### config.mk
export PLATFORM = sky130hd
export DESIGN_NAME = subsistema_display_mux
export DESIGN_NICKNAME = d
export VERILOG_FILES = /design/src/rtl/subsistema_display_mux.sv
export SDC_FILE = /design/constraint.sdc
export NUM_CORES = 1
export LEC_CHECK = 0
export ABC_AREA = 1
export CAP_MARGIN = 0
export CORE_UTILIZATION = 55
export DETAILED_ROUTE_END_ITERATION = 16
export GPL_TIMING_DRIVEN = 1
export PLACE_DENSITY = 0.86
export SLEW_MARGIN = 20
export SYNTH_ARGS = -nofsm -noshare
export SYNTH_HDL_FRONTEND = slang
export SYNTH_SLANG_ARGS = --single-unit
### constraint.sdc
create_clock -name reloj -period 2.1 [get_ports reloj]
set_input_delay 0.42 -clock reloj [delete_from_list [all_inputs] [get_ports reloj]]
set_output_delay 0.42 -clock reloj [all_outputs]
set_load 0.02 [all_outputs]
### src/rtl/subsistema_display_mux.sv
// subsistema_display_mux: time-multiplexed seven-segment driver for a packed BCD word.
// Captures resultadoBCD on the rising edge of banderaConvertida, acknowledges with a
// one-cycle pulse, flags non-decimal nibbles and scans the digits onto a shared bus.
// Optional build macro: SUPRESION_CEROS_EN blanks leading zeros (digit 0 always shown).
// Ports:
//   reloj, reinicio    clock, asynchronous active-high reset
//   resultadoBCD       packed BCD, digit k at [4k+3:4k]
//   banderaConvertida  data-ready level from the converter
//   banderaAceptada    one-cycle capture acknowledge
//   segmentos          {a,b,c,d,e,f,g}, bit 6 = a
//   anodos             one-hot digit enable, bit k = digit k
//   errorBCD           captured word holds a nibble > 9
module subsistema_display_mux #(
  parameter int unsigned DIGITOS     = 4,
  parameter int unsigned DIVISOR     = 50000,
  parameter int unsigned ACTIVO_BAJO = 1
) (
  input  logic                   reloj,
  input  logic                   reinicio,
  input  logic [4*DIGITOS-1:0]   resultadoBCD,
  input  logic                   banderaConvertida,
  output logic                   banderaAceptada,
  output logic [6:0]             segmentos,
  output logic [DIGITOS-1:0]     anodos,
  output logic                   errorBCD
);

  localparam int unsigned CW = (DIVISOR > 1) ? $clog2(DIVISOR) : 1;
  localparam int unsigned IW = (DIGITOS > 1) ? $clog2(DIGITOS) : 1;
  localparam logic        INV = (ACTIVO_BAJO != 0);

  logic [CW-1:0]        cuenta;
  logic [IW-1:0]        indice;
  logic [4*DIGITOS-1:0] dato;
  logic                 valido;
  logic                 previa;
  logic                 arranque;   // first cycle after reset: a level already high is not an edge
  logic                 pendiente;  // delays the acknowledge by one cycle after capture

  logic                 captura;
  logic                 error_c;
  logic [3:0]           nibble;
  logic                 suprimido;
  logic                 blanco;
  logic [6:0]           seg_c;
  logic [DIGITOS-1:0]   an_c;

  // Active-high segment pattern for one nibble; A-F show a dash.
  function automatic logic [6:0] decodificar(input logic [3:0] n);
    case (n)
      4'd0:    decodificar = 7'b1111110;
      4'd1:    decodificar = 7'b0110000;
      4'd2:    decodificar = 7'b1101101;
      4'd3:    decodificar = 7'b1111001;
      4'd4:    decodificar = 7'b0110011;
      4'd5:    decodificar = 7'b1011011;
      4'd6:    decodificar = 7'b1011111;
      4'd7:    decodificar = 7'b1110000;
      4'd8:    decodificar = 7'b1111111;
      4'd9:    decodificar = 7'b1111011;
      default: decodificar = 7'b0000001;
    endcase
  endfunction

  assign captura = banderaConvertida & ~previa & ~arranque;

  // Any non-decimal nibble in the held word.
  always_comb begin
    error_c = 1'b0;
    for (int k = 0; k < int'(DIGITOS); k++) begin
      if (dato[4*k +: 4] > 4'd9) error_c = 1'b1;
    end
  end

`ifdef SUPRESION_CEROS_EN
  logic [DIGITOS-1:0] suprimir;
  logic               cola;

  // Digit k>0 is suppressed when it and every more-significant digit are zero.
  always_comb begin
    suprimir = '0;
    cola     = 1'b1;
    for (int k = int'(DIGITOS) - 1; k >= 1; k--) begin
      cola        = cola & (dato[4*k +: 4] == 4'd0);
      suprimir[k] = cola;
    end
  end
`endif

  // Select the nibble and enable for the digit currently addressed by indice.
  always_comb begin
    nibble    = 4'd0;
    suprimido = 1'b0;
    an_c      = '0;
    for (int k = 0; k < int'(DIGITOS); k++) begin
      if (indice == IW'(k)) begin
        nibble  = dato[4*k +: 4];
        an_c[k] = 1'b1;
`ifdef SUPRESION_CEROS_EN
        suprimido = suprimir[k];
`endif
      end
    end
    blanco = ~valido | suprimido;
    seg_c  = blanco ? 7'd0 : decodificar(nibble);
    if (blanco) an_c = '0;
  end

  // Edge detect, capture, acknowledge, prescaler, digit scan and output registers.
  always_ff @(posedge reloj or posedge reinicio) begin
    if (reinicio) begin
      cuenta          <= '0;
      indice          <= '0;
      dato            <= '0;
      valido          <= 1'b0;
      previa          <= 1'b0;
      arranque        <= 1'b1;
      pendiente       <= 1'b0;
      banderaAceptada <= 1'b0;
      errorBCD        <= 1'b0;
      segmentos       <= {7{INV}};
      anodos          <= {DIGITOS{INV}};
    end else begin
      arranque        <= 1'b0;
      previa          <= banderaConvertida;
      pendiente       <= captura;
      banderaAceptada <= pendiente;
      errorBCD        <= error_c;
      if (captura) begin
        dato   <= resultadoBCD;
        valido <= 1'b1;
      end
      if (cuenta == CW'(DIVISOR - 1)) begin
        cuenta <= '0;
        if (indice == IW'(DIGITOS - 1)) indice <= '0;
        else                            indice <= indice + IW'(1);
      end else begin
        cuenta <= cuenta + CW'(1);
      end
      segmentos <= seg_c ^ {7{INV}};
      anodos    <= an_c ^ {DIGITOS{INV}};
    end
  end

endmodule
==> impl_metrics.ini, run 1 <==
[cells_and_area]
final_cells = 379
antennaDiodeCount = 0
multi_input_area_um2 = 1030
drive_gt1_frac = 0.110
syn_to_final_growth_pct = 18.8
regArea_um2 = 1290
fillers = 376
final_nets = 355

[routing]
vias_per_cell = 5.09
via_count = 1928
wl_per_cell_um = 12.1
drtIter0Drc = 129
drt-total-wl_mm = 4.58
dr.pass1.iters = 4
route.antenna.remaining_nets = 0
drc_errors = 0

[setup_path]
arrival_ps = 2150
rr_startpoint = indice[1]$_DFFE_PP0N_
crit_required_ps = 2320
r2r_slack_ps = 170
path_class = register to register
r2r-end = segmentos[0]$_DFF_PP1_
cp-endpoint = segmentos[0]$_DFF_PP1_
worstSetupStartpointType = register
critPathMaxFanout = 7
crit_path_start = indice[1]$_DFFE_PP0N_
r2r_cells = 14
worstSetupEndpointType = register

[floorplanning]
initial_core_util = 0.572
rows = 24
dieArea_um2 = 4770
fp.dieH_um = 69.1
core_um2 = 4320
die_x_um = 69.1
io_pins = 32

[sta]
setup_viol = 0
fmax_mhz = 518
rsz0062_at_grt = true
final-hold-violation-count = 0
drv_slew = 0
setup_slack_ps = 170
skew_ps = 8.25
layout_min_cycle_time_ps = 1930
fin_crit_sh = 0.919

[synthesis]
synth_area_per_cell_um2 = 8.44
synth_top_area_cell = dfrtp_1
syn_inst = 293
synthArstFlopShare = 1.00
synth-seq-area-share = 0.522
post-synth-top-count-cell = nand2_1
ys.flop_type = dfrtp_1
syn_nets = 322
synth_common_cells = nand2_1, dfrtp_1, inv_1, nand3_1, nor2_1
synth_edf_count = 0
netlist_area_um2 = 2470
ys_types = 25
yosysTopAreaCellShare = 0.395
ys_warn_count = 0
synth_seq_cells = 51
synth.area.top_cells = dfrtp_1, nand2_1, dfstp_2, nand3_1, ha_1

[outcome]
outcome = finished, final reports clean

[global_routing]
grt_max_degree = 52
gr-total-overflow = 0
grt_pass1_vias = 1824
grtUsageTotal = 0.214
grt_pass1_wl_mm = 8.09
antenna_found_initial = 0

[placement]
hpwl_mm = 3.34
port_buffers = 31
gp_congestion = 0.920
dp_cells = 371
dp_slack_ps = 148

[clocking]
ctsHtreeMaxLevel = 2
numCtsBuffers = 5
clkTransAtPathRegs_ps = 80
cts_buffer_depth = 2
insertion_delay_ps = 300
cts_setup_buffers = 0
cts_hold_buf = 0
cts.sinks = 51
cts_tree = yes
ctsResizeCount = 0
ctsRootBufferMaster = clkbuf_8

[run]
maxCapViolations = 0

[power]
p_leak_uw = 0.00144
ir_worst_vdd_v = 0.000477
p_per_area_nw_per_um2 = 730

[hold_path]
hp-class = register to register
-- cell type report --
cell class / instances / share of cell area
Inverter: 32 / 0.0409
Multi-Input combinational cell: 203 / 0.352
Sequential cell: 51 / 0.439
Timing Repair Buffer: 33 / 0.115
Tap cell: 52 / 0.0221
Clock inverter: 1 / 0.00128
Clock buffer: 7 / 0.0294
-- power breakdown --
| part | switching, uW | internal, uW | total, uW |
|---|---|---|---|
| Clock | 300 | 264 | 565 |
| Sequential | 52.3 | 1110 | 1160 |
| Combinational | 234 | 189 | 423 |
-- cells by family after synthesis --
family	synth area share
AOI/OAI and AO/OA	0.0359
xor gates and xnor gates	0.0460
adders and majority gates	0.0506
buffers and inverters	0.0647
DFF	0.522
other	0.00152
and+or+nand+nor	0.279
-- state kept, by name (all words and copies together), names as in the netlist --
name,flops
errorBCD,1
previa,1
anodos,4
pendiente,1
valido,1
indice,2
dato,16
segmentos,7
banderaAceptada,1
cuenta,16
arranque,1
-- layout by cell type (no fill, tap or decap), drive strengths merged --
cell and n:
a21oi 8, buf 2, clkbuf 7, clkdlybuf4s50 31, clkinv 1, conb 1, dfrtp 39, dfstp 12
ha 10, inv 32, nand2 95, nand3 32, nand4 3, nor2 27, nor3 4, o21ai 9
or2 1, xnor2 2, xor2 11
-- per-layer routing --
| layer | wire length (um) | vias to the layer above | global-route usage | part of all wire |
|---|---|---|---|---|
| met5 | 0 | - | 0 | 0 |
| met4 | 64 | 0 | 0.0839 | 0.014 |
| met3 | 252 | 6 | 0.0468 | 0.055 |
| met2 | 2230 | 65 | 0.347 | 0.49 |
| met1 | 2030 | 881 | 0.280 | 0.44 |
| li1 | - | 976 | - | - |
-- worst max-delay path: stages (launching register included) --
cell     delay [ps]
dfrtp_1         410
inv_1           120
ha_2            270
inv_2            80
nand3_1          70
nand2_1          70
nand2_1          60
nand2_1          40
nand2_1         140
inv_1            90
ha_1            200
inv_1            50
nand3_1          90
nand3_1         110
nand2_1          60
-- through the flow --
step	total power [uW]	TNS (ps)	hold slack, ps	cell area, um^2	utilization
after global placement	1590	0	334	2840	0.657
after CTS	2160	0	361	2930	0.678
after global routing	2270	-34.1	376	2940	0.680
final	2150	0	359	2940	0.680
after floorplan	1410	0	331	2470	-
after detailed placement	1600	0	342	2840	0.657
-- how the worst min path moves through the flow --
stage	start	endpoint	slack, ps	cells after the start
2_1_floorplan	pendiente$_DFF_PP0_	banderaAceptada$_DFF_PP0_	330	0
3_3_place_gp	pendiente$_DFF_PP0_	banderaAceptada$_DFF_PP0_	330	0
3_5_place_dp	pendiente$_DFF_PP0_	banderaAceptada$_DFF_PP0_	340	0
4_1_cts	pendiente$_DFF_PP0_	banderaAceptada$_DFF_PP0_	360	0
5_1_grt	pendiente$_DFF_PP0_	banderaAceptada$_DFF_PP0_	380	0
6_report	pendiente$_DFF_PP0_	banderaAceptada$_DFF_PP0_	360	0
(Power assumes the default switching activity.)
==> inputs of run 2 (changes only) <==
- CAP_MARGIN: 0 -> default
- CORE_UTILIZATION: 55 -> 49
- PLACE_DENSITY: 0.86 -> 0.82
- clock period: 2.1 -> 1.54 ns (I/O delays scaled with it)
==> run 2 against run 1 <==
  * The flow now finishes with violations (negative setup slack)
  * Combinational power grew 76%
  * Utilization grew 3.3 points
  * Clock skew is essentially flat
  * Worst setup slack lost 360 ps
  * First-iteration DRC count grew 8.5%
  * Sequential share of layout area shrank 6.1 points
  * Largest cell class is now multi-input combinational cells
==> impl_metrics.ini, run 2 (synthesized netlist as in run 1, its figures left out) <==
[outcome]
outcome = complete, but fails checks
violations = negative setup slack

[cells_and_area]
multi_input_area_um2 = 1330
drive_gt1_frac = 0.299
stdcell_area_um2 = 3410
fillers = 323
regArea_um2 = 1290
mostFrequentLayoutCells = nand2_1, dfrtp_1, nor2_1
final_cells = 411
reg_top3 = cuenta: 16 flops, dato: 16 flops, segmentos: 7 flops
syn_to_final_growth_pct = 37.9
final_nets = 372
layout_commonest_cell = nand2_1
antennaDiodeCount = 0

[clocking]
clkTransAtPathRegs_ps = 90
numCtsBuffers = 5
ctsHtreeMaxLevel = 2
cts.sinks = 51
insertion_delay_ps = 300
ctsRootBufferMaster = clkbuf_8
cts_buffer_depth = 2
cts_tree = yes
cts_hold_buf = 0

[setup_path]
cp_top_family = simple AND/OR/NAND/NOR gates
cp_cell_sequence = inv_2, ha_4, inv_4, nand3_2, nand2_1, nand2_1, nand2_2, nand2_4, inv_4, ha_4, inv_2, nand3_4, nand3_2, nand3_2
worstSetupStartpointType = register
worstSetupEndpointType = register
slowest_delay_ps = 420
path_class = register to register
crit_required_ps = 1760
critPathMaxFanout = 5
arrival_ps = 1950
cp_slowest_cell = dfrtp_1
timing.critical_path.buf_inv = 4
crit_top_cell = nand3_2

[sta]
final-hold-violation-count = 0
layout_min_cycle_time_ps = 1730
skew_ps = 8.52
fmax_mhz = 578
setup_slack_ps = -191
fin_crit_sh = 1.12
rsz0062_at_grt = true
drv_slew = 0
hold_slack_ps = 244
setup_viol = 7

[routing]
routed-wl-met2_mm = 2.71
drtIter0Drc = 140
dr.pass1.iters = 5
route.antenna.remaining_nets = 0
wl_met1_mm = 2.47
via_count = 2084
drt-total-wl_mm = 5.58
drc_errors = 0
wl_per_cell_um = 13.6
dr.max_layer_used = met4
vias_per_cell = 5.07
dr_wl_met3_um = 232

[floorplanning]
die_x_um = 73.1
io_pins = 32
core_um2 = 4790
dieArea_um2 = 5340
initial_core_util = 0.517
rows = 25
fp.dieH_um = 73.1

[placement]
dp_cells = 399
gp_congestion = 0.910
place_area_um2 = 2980
hpwl_mm = 3.54
dp_slack_ps = -231
port_buffers = 31

[power]
ir_worst_vdd_v = 0.000637
p_leak_uw = 0.00162
p_per_area_nw_per_um2 = 909

[global_routing]
antenna_found_initial = 0
gr-total-overflow = 0
grt_pass1_vias = 2022
grt_max_degree = 28
grtUsageTotal = 0.234
grt_pass1_wl_mm = 9.32

[hold_path]
hp-class = input port to asynchronous set/reset pin

[run]
maxCapViolations = 0
run 2: what timing repair did:
item,4_1_cts,5_1_grt
endpoints found under the setup margin,19,19
pin swaps,17,14
cloned,0,0
resized for setup,66,21
buffers inserted,5,0
run 2: report_power, final:
group / total, uW / leakage [uW] / internal [uW] / switching (uW)
Sequential: 1580 / 0.000618 / 1510 / 72.4
Clock: 777 / 0.0000459 / 361 / 416
Combinational: 745 / 0.000953 / 312 / 434
run 2: worst paths after layout:
check	start	end	slack, ps	depth (start not counted)
max	indice[1]$_DFFE_PP0N_	segmentos[1]$_DFF_PP1_	-190	14
min	reinicio	cuenta[12]$_DFF_PP0_	240	2
max reg2reg	indice[1]$_DFFE_PP0N_	segmentos[1]$_DFF_PP1_	-190	14
min reg2reg	pendiente$_DFF_PP0_	banderaAceptada$_DFF_PP0_	350	0
max in group asynchronous	reinicio	arranque$_DFF_PP1_	800	3
min in group reloj	pendiente$_DFF_PP0_	banderaAceptada$_DFF_PP0_	350	0
run 2: routing by layer:
metal,vias up,GRT usage
met5,-,0
li1,1009,-
met3,18,0.0552
met4,0,0.118
met2,68,0.372
met1,989,0.297
run 2: stage by stage:
stage	total power [uW]	util	TNS [ps]
finish	3100	0.713	-1100
CTS	3060	0.695	-721
global placement	2180	0.623	-705
global route	3260	0.713	-1730
detailed placement	2200	0.623	-1400
floorplan	1930	-	-391
run 2: final cells by class:
type	instances	area share
Clock buffer	7	0.0253
Clock inverter	1	0.00110
Inverter	32	0.0403
Multi-Input combinational cell	203	0.390
Sequential cell	51	0.379
Tap cell	67	0.0246
Timing Repair Buffer	50	0.140
